`config.mk`:
```
export PLATFORM = sky130hd
export DESIGN_NAME = mem_port_arbiter
export DESIGN_NICKNAME = d
export VERILOG_FILES = /design/src/rtl/mem_port_arbiter.sv
export SDC_FILE = /design/constraint.sdc
export NUM_CORES = 1
export LEC_CHECK = 0
export ABC_AREA = 1
export BUFFER_PORTS_ARGS = -buffer_cell sky130_fd_sc_hd__buf_4
export CAP_MARGIN = 40
export CORE_AREA = 2 2 108 110
export CTS_CLUSTER_SIZE = 40
export DETAILED_ROUTE_END_ITERATION = 16
export DIE_AREA = 0 0 110 112
export PLACE_DENSITY = 0.61
export SLEW_MARGIN = 5
export SYNTH_ARGS = -nofsm -noshare
export SYNTH_HDL_FRONTEND = slang
export SYNTH_SLANG_ARGS = --single-unit
```
`constraint.sdc`:
```
create_clock -name clk -period 1.9 [get_ports clk]
set_clock_uncertainty 0.1 [all_clocks]
set_input_delay 0.285 -clock clk [delete_from_list [all_inputs] [get_ports clk]]
set_output_delay 0.285 -clock clk [all_outputs]
set_load 0.1 [all_outputs]
```
`src/rtl/mem_port_arbiter.sv`:
```
// mem_port_arbiter: shares one req/gnt/rvalid memory port between instruction-fetch and data ports.
// Ports: clk/rst (sync, active-high); instr_* fetch port (req/gnt/rvalid/addr/rdata);
// data_* LSU port (req/gnt/rvalid/we/be/addr/wdata/rdata); mem_* shared port towards memory;
// idle_o high when nothing is outstanding and no request is locked.
module mem_port_arbiter #(
  parameter int MAX_OUTSTANDING = 2,
  parameter int DATA_PRIO = 1
) (
  input  logic        clk,
  input  logic        rst,
  input  logic        instr_req_i,
  output logic        instr_gnt_o,
  output logic        instr_rvalid_o,
  input  logic [31:0] instr_addr_i,
  output logic [31:0] instr_rdata_o,
  input  logic        data_req_i,
  output logic        data_gnt_o,
  output logic        data_rvalid_o,
  input  logic        data_we_i,
  input  logic [3:0]  data_be_i,
  input  logic [31:0] data_addr_i,
  input  logic [31:0] data_wdata_i,
  output logic [31:0] data_rdata_o,
  output logic        mem_req_o,
  input  logic        mem_gnt_i,
  input  logic        mem_rvalid_i,
  output logic        mem_we_o,
  output logic [3:0]  mem_be_o,
  output logic [31:0] mem_addr_o,
  output logic [31:0] mem_wdata_o,
  input  logic [31:0] mem_rdata_i,
  output logic        idle_o
);
  localparam logic [1:0] LAST = 2'(MAX_OUTSTANDING - 1);
  localparam logic [2:0] MAX = 3'(MAX_OUTSTANDING);
  // owner/last encoding: 0 = instruction, 1 = data
  logic       locked_q, locked_d, owner_q, owner_d, last_q, last_d;
  logic [2:0] count_q, count_d;
  logic [1:0] wr_q, wr_d, rd_q, rd_d;
  logic [3:0] fifo_q, fifo_d;
  logic       sel, owner, sel_req, push, pop, empty, head;
  always_comb begin
    sel = (data_req_i & instr_req_i) ? ((DATA_PRIO != 0) ? 1'b1 : ~last_q) : data_req_i;
    owner = locked_q ? owner_q : sel;
    sel_req = owner ? data_req_i : instr_req_i;
    empty = count_q == 3'd0;
    // a locked request stays asserted; count only rises on grant so it never exceeds MAX
    mem_req_o = ~rst & (locked_q | (sel_req & (count_q < MAX)));
    push = mem_req_o & mem_gnt_i;
    pop = ~rst & mem_rvalid_i & ~empty;
    head = fifo_q[rd_q];
    fifo_d = fifo_q;
    if (push) fifo_d[wr_q] = owner;
    wr_d = push ? ((wr_q == LAST) ? 2'd0 : wr_q + 2'd1) : wr_q;
    rd_d = pop ? ((rd_q == LAST) ? 2'd0 : rd_q + 2'd1) : rd_q;
    count_d = count_q + 3'(push) - 3'(pop);
    locked_d = locked_q ? ~mem_gnt_i : (mem_req_o & ~mem_gnt_i);
    owner_d = owner;
    last_d = push ? owner : last_q;
  end
  always_ff @(posedge clk) begin
    if (rst) begin
      locked_q <= 1'b0;
      owner_q <= 1'b0;
      last_q <= 1'b0;
      count_q <= 3'd0;
      wr_q <= 2'd0;
      rd_q <= 2'd0;
      fifo_q <= 4'd0;
    end else begin
      locked_q <= locked_d;
      owner_q <= owner_d;
      last_q <= last_d;
      count_q <= count_d;
      wr_q <= wr_d;
      rd_q <= rd_d;
      fifo_q <= fifo_d;
    end
  end
  assign instr_gnt_o = push & ~owner;
  assign data_gnt_o = push & owner;
  assign instr_rvalid_o = pop & ~head;
  assign data_rvalid_o = pop & head;
  assign instr_rdata_o = mem_rdata_i;
  assign data_rdata_o = mem_rdata_i;
  assign mem_we_o = owner & data_we_i;
  assign mem_be_o = owner ? data_be_i : 4'hF;
  assign mem_addr_o = owner ? data_addr_i : instr_addr_i;
  assign mem_wdata_o = owner ? data_wdata_i : 32'd0;
  assign idle_o = rst | (empty & ~locked_q);
endmodule

```
==> results of run 1 <==
final timing paths:
path              startpoint          to  slack (ns)  cells past startpoint
setup / recovery  count_q[1]  count_q[1]        -0.1                     11
hold / removal     mem_gnt_i    locked_q        0.23                      2
setup reg to reg  count_q[1]  count_q[1]        -0.1                     11
hold reg to reg      rd_q[1]     rd_q[1]        0.35                      2
cell families after synthesis:
family	after synthesis	share of synthesized area, %
buffers and inverters	131	39.7
AND/OR/NAND/NOR	185	40.4
adder cells (fa/ha/maj)	4	3.02
flip-flops	13	13.6
AO/OA/AOI/OAI	8	2.82
XOR/XNOR	1	0.459
flip-flops by register name, summed over array words and instances, names as in the netlist:
signal,cells
wr_q,2
count_q,3
rd_q,2
fifo_q,4
owner_q,1
locked_q,1
layout by cell type, fill, tap and decap left out, types with 3 or more instances in the layout:
master	instances
sky130_fd_sc_hd__buf_4	130
sky130_fd_sc_hd__nor2_1	13
sky130_fd_sc_hd__buf_6	12
sky130_fd_sc_hd__nand4_1	9
sky130_fd_sc_hd__nor2_4	35
sky130_fd_sc_hd__nand2_1	79
sky130_fd_sc_hd__inv_2	3
sky130_fd_sc_hd__buf_12	63
sky130_fd_sc_hd__clkbuf_16	4
sky130_fd_sc_hd__dfxtp_1	11
sky130_fd_sc_hd__nand2_2	35
sky130_fd_sc_hd__inv_1	48
sky130_fd_sc_hd__buf_8	3
synth_stat cells:
master / instances / area (um2)
sky130_fd_sc_hd__nor2_1: 49 / 184
sky130_fd_sc_hd__a21oi_4: 1 / 16.3
sky130_fd_sc_hd__nand2_1: 112 / 420
sky130_fd_sc_hd__o21ai_1: 1 / 5.00
sky130_fd_sc_hd__nand2_4: 1 / 11.3
sky130_fd_sc_hd__fa_1: 1 / 20.0
sky130_fd_sc_hd__a22oi_1: 1 / 7.51
sky130_fd_sc_hd__or2_1: 3 / 18.8
sky130_fd_sc_hd__buf_4: 68 / 510
sky130_fd_sc_hd__xnor2_1: 1 / 8.76
sky130_fd_sc_hd__or2_2: 1 / 6.26
sky130_fd_sc_hd__clkinv_1: 1 / 3.75
sky130_fd_sc_hd__and2_1: 1 / 6.26
sky130_fd_sc_hd__nand2_2: 3 / 18.8
sky130_fd_sc_hd__nand3_1: 1 / 5.00
sky130_fd_sc_hd__nor2_2: 1 / 6.26
sky130_fd_sc_hd__a21oi_1: 2 / 10.0
sky130_fd_sc_hd__o21ai_0: 3 / 15.0
sky130_fd_sc_hd__buf_2: 8 / 40.0
sky130_fd_sc_hd__dfxtp_1: 13 / 260
sky130_fd_sc_hd__nand4_1: 9 / 56.3
sky130_fd_sc_hd__nand3_4: 1 / 17.5
sky130_fd_sc_hd__clkbuf_1: 1 / 3.75
sky130_fd_sc_hd__inv_2: 3 / 11.3
sky130_fd_sc_hd__nor3_1: 2 / 10.0
sky130_fd_sc_hd__inv_1: 50 / 188
sky130_fd_sc_hd__nand3_2: 1 / 10.0
sky130_fd_sc_hd__ha_1: 3 / 37.5
cell type report:
class                   count  area [um2]
clock buffers               4        78.8
fillers                  1068        6700
inverters                  54         210
multi-input cells         198        1300
flip-flops and latches     13         265
well taps                 143         179
repair buffers            209        2440
power by group through the flow:
stage          logic (uW)  clock network, uW  registers [uW]
2_1_floorplan        2680                  0             348
3_3_place_gp         2760                  0             346
3_5_place_dp         2780                  0             349
4_1_cts              3120                401             345
5_1_grt              3500                424             354
6_report             3360                396             349
through the flow:
step	setup TNS, ns	total power, uW
floorplan	-0.682	3020
detailed placement	-0.237	3130
CTS	-0.662	3870
finish	-0.605	4100
global route	-4.70	4280
global placement	-0.169	3100
routing by layer:
layer / vias up / part of all wire [%]
met5: - / 0
met1: 1097 / 36
met2: 123 / 53
met3: 27 / 9.2
li1: 1210 / -
met4: 0 / 2.1
what timing repair did:
item	CTS	global route
setup buffers	1	1
gates cloned	0	1
pin swaps	4	1
resized for setup	144	68
setup endpoints to repair	72	74
==> flow_summary.rst, run 1 <==
.. list-table::
   :header-rows: 1

   * - Metric
     - Value
   * - Post-synth design cell area
     - 1910 um2
   * - Via count of the first global-routing pass
     - 2457
   * - Net switching power
     - roughly 2300 uW
   * - Combinational share of power
     - between 80% and 90%
   * - Final clock period utilization by the worst path
     - 105%
   * - Clock Sink Count
     - 13
   * - Kind of path behind the tightest hold check
     - primary input to flip-flop
   * - Category of cells accounting for the largest share of critical-path delay
     - adder cells
   * - CP Capture Type
     - flip-flop
   * - CTS tree
     - built
   * - Post-route standard cell area excluding fillers
     - 4480 um2
   * - Placed instance count
     - 614
   * - Pin count of the biggest net entering global routing
     - 38
   * - Setup repair after global routing missed its margin
     - true
   * - Layout cells sized above 1
     - 64.0%
   * - Achievable Freq
     - 0.500 GHz
   * - Overflow left after global routing
     - 0
   * - Worst setup path category
     - flip-flop to flip-flop
   * - Std-Cell Rows
     - 39
   * - Cell leakage power
     - 0.00224 uW
   * - Arrival time at the worst endpoint
     - 2.03 ns
   * - Met1 GRT Util
     - 13.1%
   * - Skew-Pair Late Insertion Delay
     - 0.24 ns
   * - Global routing's busiest layer
     - met2
   * - GR met2 Demand/Resource
     - 21.1%
   * - Root buffer cell
     - sky130_fd_sc_hd__clkbuf_16
   * - MaxCap Viol Count
     - 0
   * - Drt total wl
     - 7650 um
   * - Clock group share of total power
     - 9.7%
   * - Vertical die dimension
     - between 100 and 150 um
   * - DR WL/cell
     - 12.3 um
   * - Share of total power in sequential cells
     - 8.5%
   * - Routed via count divided by cell count
     - 3.96
   * - Top-level port count
     - 278
   * - Setup-violating endpoint count in the final report
     - 27
   * - CP Buf/Inv Count
     - 3
   * - Max incr delay on CP
     - about 0.5 ns
   * - Clk buf depth
     - 2
   * - Met3 demand-to-capacity share in global routing
     - 2.11%
   * - Data required time of the critical path
     - 1.93 ns
   * - Number of buffer cells added on primary ports
     - 181
   * - CTS HTree Levels
     - 1
   * - Cell Int Power
     - ~1800 uW
   * - DP Worst Slack
     - -0.130 ns
   * - Flops & latches, synth
     - 13
   * - Result of the run
     - complete, but fails checks
   * - Switching portion of total power
     - ~56%
   * - Worst Hold Margin
     - approximately 0.23 ns
   * - Via Count
     - 2457
   * - RePlAce Congestion
     - 0.852
   * - Fin cells
     - a little over 600
   * - Violations in the final reports
     - negative setup slack
   * - Overall Global Routing Usage
     - 11.4%
   * - Post-Synthesis Mean Instance Area
     - 5.58 um2
   * - Synthesized Nets
     - 485
   * - Post-layout net count
     - 622
   * - Clock slew at the register clock pins of the worst setup and hold paths
     - 0.04 ns
   * - Area added between synthesis and finish
     - 135%
   * - Detail Route Antenna Nets
     - 0
   * - Post-cts hold buffer count
     - 0
   * - Final min period
     - 2.00 ns
   * - Number of hold violations in the final report
     - 0
   * - Nature of the critical path startpoint
     - flip-flop
   * - Post-route DRC violation count
     - 0
   * - Count of mapped cells out of synthesis
     - 342
   * - Placed standard-cell area
     - 3490 um2
   * - Worst-case vdd ir drop
     - 0.000525 V
   * - Tightest Pin Transition
     - between 0.2 and 0.3 ns
   * - Initial antenna violation count
     - 0
   * - Drt pass-1 iters
     - 4
   * - Cell breakdown of the critical path
     - inv_1, ha_1, nand2_2, nand2_4, nand3_4, ha_4, inv_2, ha_4, inv_2, fa_2, nor2_1
   * - Max FO, Critical Path
     - 3
   * - Final critical-path setup slack
     - -0.0997 ns
   * - Register area share after synthesis
     - 13.6%
   * - Max-slew violation count
     - 0
   * - CTS buffer count
     - 3
   * - PwrDens
     - 916 nW/um2
   * - Crit path max-delay cell type
     - sky130_fd_sc_hd__fa_2
   * - Antenna fix cells
     - 0
   * - Initial drt markers
     - 57
   * - First-pass GRT wire length
     - 11200 um
   * - Standard cell core area
     - 11200 um2
   * - Half-perimeter wire length of the detailed placement result
     - 5980 um
   * - Count of synthesis-stage warnings from yosys
     - 0
   * - Initial Utilization
     - 17.1%
   * - Share of the core filled with cells in the final layout
     - 40.1%
   * - Relative slew slack
     - 81.5%
   * - Die area
     - 12300 um2
   * - Chip width
     - 110 um
   * - Number of different library cells in the post-synthesis netlist
     - 28
No activity file was read; power rests on OpenSTA's default activity.
==> run 2: changes to the inputs <==
--- a/config.mk
+++ b/config.mk
@@ -9,6 +9,7 @@
 export BUFFER_PORTS_ARGS = -buffer_cell sky130_fd_sc_hd__buf_4
 export CAP_MARGIN = 40
 export CORE_AREA = 2 2 108 110
+export CTS_BUF_LIST = sky130_fd_sc_hd__clkbuf_8
 export CTS_CLUSTER_SIZE = 40
 export DETAILED_ROUTE_END_ITERATION = 16
 export DIE_AREA = 0 0 110 112
==> run 2 against run 1 <==
  * The flow still finishes with violations (negative setup slack)
  * Setup slack barely moved
  * Total power fell by 3.1%
  * Cell count did not move
==> flow_summary.rst, run 2 (synthesis gave the netlist of run 1 again) <==
.. list-table::
   :header-rows: 1

   * - Metric
     - Value
   * - Cell leakage power
     - 0.00223 uW (about the same)
   * - Layout cells sized above 1
     - 64.4% (+0.42 points)
   * - Data required time of the critical path
     - 1.94 ns (about the same)
   * - Top-level port count
     - 278 (unchanged)
   * - Beginning of the worst hold path
     - mem_gnt_i
   * - Clock slew at the register clock pins of the worst setup and hold paths
     - 0.06 ns (+0.02 ns)
   * - MaxCap Viol Count
     - 0 (unchanged)
   * - Number of buffer cells added on primary ports
     - 181 (unchanged)
   * - Achievable Freq
     - 0.500 GHz (about the same)
   * - Overall Global Routing Usage
     - 11.4% (-0.024 points)
   * - Area added between synthesis and finish
     - 135% (unchanged)
   * - Post-layout net count
     - 622 (unchanged)
   * - Overflow left after global routing
     - 0 (unchanged)
   * - Vertical die dimension
     - 112 um (unchanged)
   * - CTS tree
     - built
   * - Launch point of the critical path
     - count_q[1]
   * - Initial antenna violation count
     - 0 (unchanged)
   * - Tightest Pin Transition
     - 0.280 ns (+0.000182 ns)
   * - Max FO, Critical Path
     - 3 (unchanged)
   * - Violations in the final reports
     - negative setup slack
   * - Final clock period utilization by the worst path
     - 105% (about the same)
   * - Placed instance count
     - 614 (unchanged)
   * - Via count of the first global-routing pass
     - 2451 (-0.24%)
   * - Top Registers
     - fifo_q (4), count_q (3)
   * - Relative slew slack
     - 81.5% (about the same)
   * - CP Buf/Inv Count
     - 3 (unchanged)
   * - CP Capture Type
     - flip-flop
   * - Clk buf depth
     - 2 (unchanged)
   * - CTS HTree Levels
     - 1 (unchanged)
   * - Max-slew violation count
     - 0 (unchanged)
   * - Drt pass-1 iters
     - 5 (+1)
   * - Setup-violating endpoint count in the final report
     - 30 (+11%)
   * - Skew-Pair Late Insertion Delay
     - 0.24 ns (about the same)
   * - Post-layout power
     - 3970 uW (-3.1%)
   * - Std-Cell Rows
     - 39 (unchanged)
   * - Antenna fix cells
     - 0 (unchanged)
   * - Setup repair after global routing missed its margin
     - true
   * - RePlAce Congestion
     - 0.852 (unchanged)
   * - Detail Route Antenna Nets
     - 0 (unchanged)
   * - Max incr delay on CP
     - 0.50 ns (about the same)
   * - DR WL/cell
     - 12.3 um (-0.37%)
   * - PwrDens
     - 887 nW/um2 (-3.1%)
   * - Pin count of the biggest net entering global routing
     - 38 (unchanged)
   * - Total stage count of the critical path
     - 11 (unchanged)
   * - Die area
     - 12300 um2 (unchanged)
   * - Fin cells
     - 621 (unchanged)
   * - Worst-case vdd ir drop
     - 0.000529 V (+0.91%)
   * - Crit path max-delay cell type
     - sky130_fd_sc_hd__fa_2
   * - Standard cell core area
     - 11200 um2 (unchanged)
   * - DP Worst Slack
     - -0.130 ns (unchanged)
   * - CTS buffer count
     - 3 (unchanged)
   * - Register with the most flip-flops
     - fifo_q
   * - First-pass GRT wire length
     - 11100 um (-0.43%)
   * - Root buffer cell
     - sky130_fd_sc_hd__clkbuf_8
   * - Cell breakdown of the critical path
     - inv_1, ha_1, nand2_2, nand2_4, nand3_4, ha_4, inv_2, ha_4, inv_2, fa_2, nor2_1
   * - Share of the core filled with cells in the final layout
     - 40.1% (unchanged)
   * - Commonest non-fill, non-tap cell in the layout
     - sky130_fd_sc_hd__buf_4
   * - Final critical-path setup slack
     - -0.100 ns (-0.000419 ns)
   * - Critical path endpoint
     - count_q[1]
   * - Worst r2r dst
     - count_q[1]
   * - Clock Sink Count
     - 13 (unchanged)
   * - Initial Utilization
     - 17.1% (unchanged)
   * - Critical R2R Launch
     - count_q[1]
   * - Final min period
     - 2.00 ns (+0.000419 ns)
   * - Nature of the critical path startpoint
     - flip-flop
   * - Category of cells accounting for the largest share of critical-path delay
     - adder cells
   * - Half-perimeter wire length of the detailed placement result
     - 5980 um (unchanged)
   * - Post-cts hold buffer count
     - 0 (unchanged)
   * - Min-Delay Path Depth
     - 2 (unchanged)
   * - Initial drt markers
     - 66 (+16%)
   * - Worst Hold Margin
     - 0.227 ns (-0.00497 ns)
   * - Worst Reg-to-Reg Cells
     - 11 (unchanged)
   * - R2R setup slack
     - -0.10 ns (about the same)
   * - Post-route DRC violation count
     - 0 (unchanged)
   * - Result of the run
     - complete, but fails checks
   * - Via Count
     - 2453 (-0.16%)
   * - Kind of path behind the tightest hold check
     - primary input to flip-flop
   * - Drt total wl
     - 7620 um (-0.37%)
   * - Arrival time at the worst endpoint
     - 2.04 ns (about the same)
   * - Worst setup path category
     - flip-flop to flip-flop
   * - Routed via count divided by cell count
     - 3.95 (-0.16%)
   * - Number of hold violations in the final report
     - 0 (unchanged)
   * - Commonest cells after routing, fill and taps aside
     - sky130_fd_sc_hd__buf_4, sky130_fd_sc_hd__nand2_1, sky130_fd_sc_hd__buf_12
   * - Chip width
     - 110 um (unchanged)
   * - Number of flip-flops under the largest register name
     - 4 (unchanged)
==> run 2: cell count changes in the layout (fill, tap and decap cells not counted), moves of 3 or more <==
cell,previous run,this run
sky130_fd_sc_hd__buf_6,12,9
sky130_fd_sc_hd__buf_8,3,6
sky130_fd_sc_hd__clkbuf_16,4,1
sky130_fd_sc_hd__clkbuf_8,0,3
==> run 2: worst min path at each step <==
stage	endpoint
detailed placement	rd_q[1]
CTS	locked_q
global route	locked_q
finish	locked_q
floorplan	rd_q[1]
global placement	rd_q[1]
==> run 2: per-layer routing <==
layer	track usage [%]	part of all wire, %
met5	0	0
met3	2.11	8.6
met2	21.0	53
met4	2.78	2.1
met1	13.2	36
==> run 2: layout make-up <==
| class | count | area, um2 |
|---|---|---|
| clock buffers | 3 | 41.3 |
| clock inverters | 1 | 3.75 |
| fillers | 1057 | 6700 |
| inverters | 54 | 210 |
| multi-input cells | 198 | 1310 |
| flip-flops and latches | 13 | 265 |
| well taps | 143 | 179 |
| repair buffers | 209 | 2470 |
==> run 2: worst reg2reg max path, stage by stage (launching register included) <==
cell	delay (ns)
sky130_fd_sc_hd__dfxtp_2	0.36
sky130_fd_sc_hd__inv_1	0.05
sky130_fd_sc_hd__ha_1	0.20
sky130_fd_sc_hd__nand2_2	0.10
sky130_fd_sc_hd__nand2_4	0.06
sky130_fd_sc_hd__nand3_4	0.08
sky130_fd_sc_hd__ha_4	0.20
sky130_fd_sc_hd__inv_2	0.06
sky130_fd_sc_hd__ha_4	0.12
sky130_fd_sc_hd__inv_2	0.03
sky130_fd_sc_hd__fa_2	0.50
sky130_fd_sc_hd__nor2_1	0.04
==> run 2: stage by stage <==
| step | cell area (um2) | TNS, ns |
|---|---|---|
| after floorplan | 2280 | -0.682 |
| after global placement | 3490 | -0.169 |
| after detailed placement | 3490 | -0.237 |
| after CTS | 4150 | -0.896 |
| after global routing | 4480 | -5.28 |
| final | 4480 | -0.750 |
==> run 2: power breakdown <==
part | internal (uW) | switching (uW)
sequential | 316 | 31.7
clock | 143 | 99.7
combinational | 1230 | 2150
==> run 2: repair_timing <==
| item | 4_1_cts | 5_1_grt |
|---|---|---|
| gates cloned | 0 | 1 |
| gates resized for setup | 150 | 71 |
| pin swaps | 3 | 1 |
| endpoints found under the setup margin | 72 | 74 |
| setup buffers | 1 | 1 |
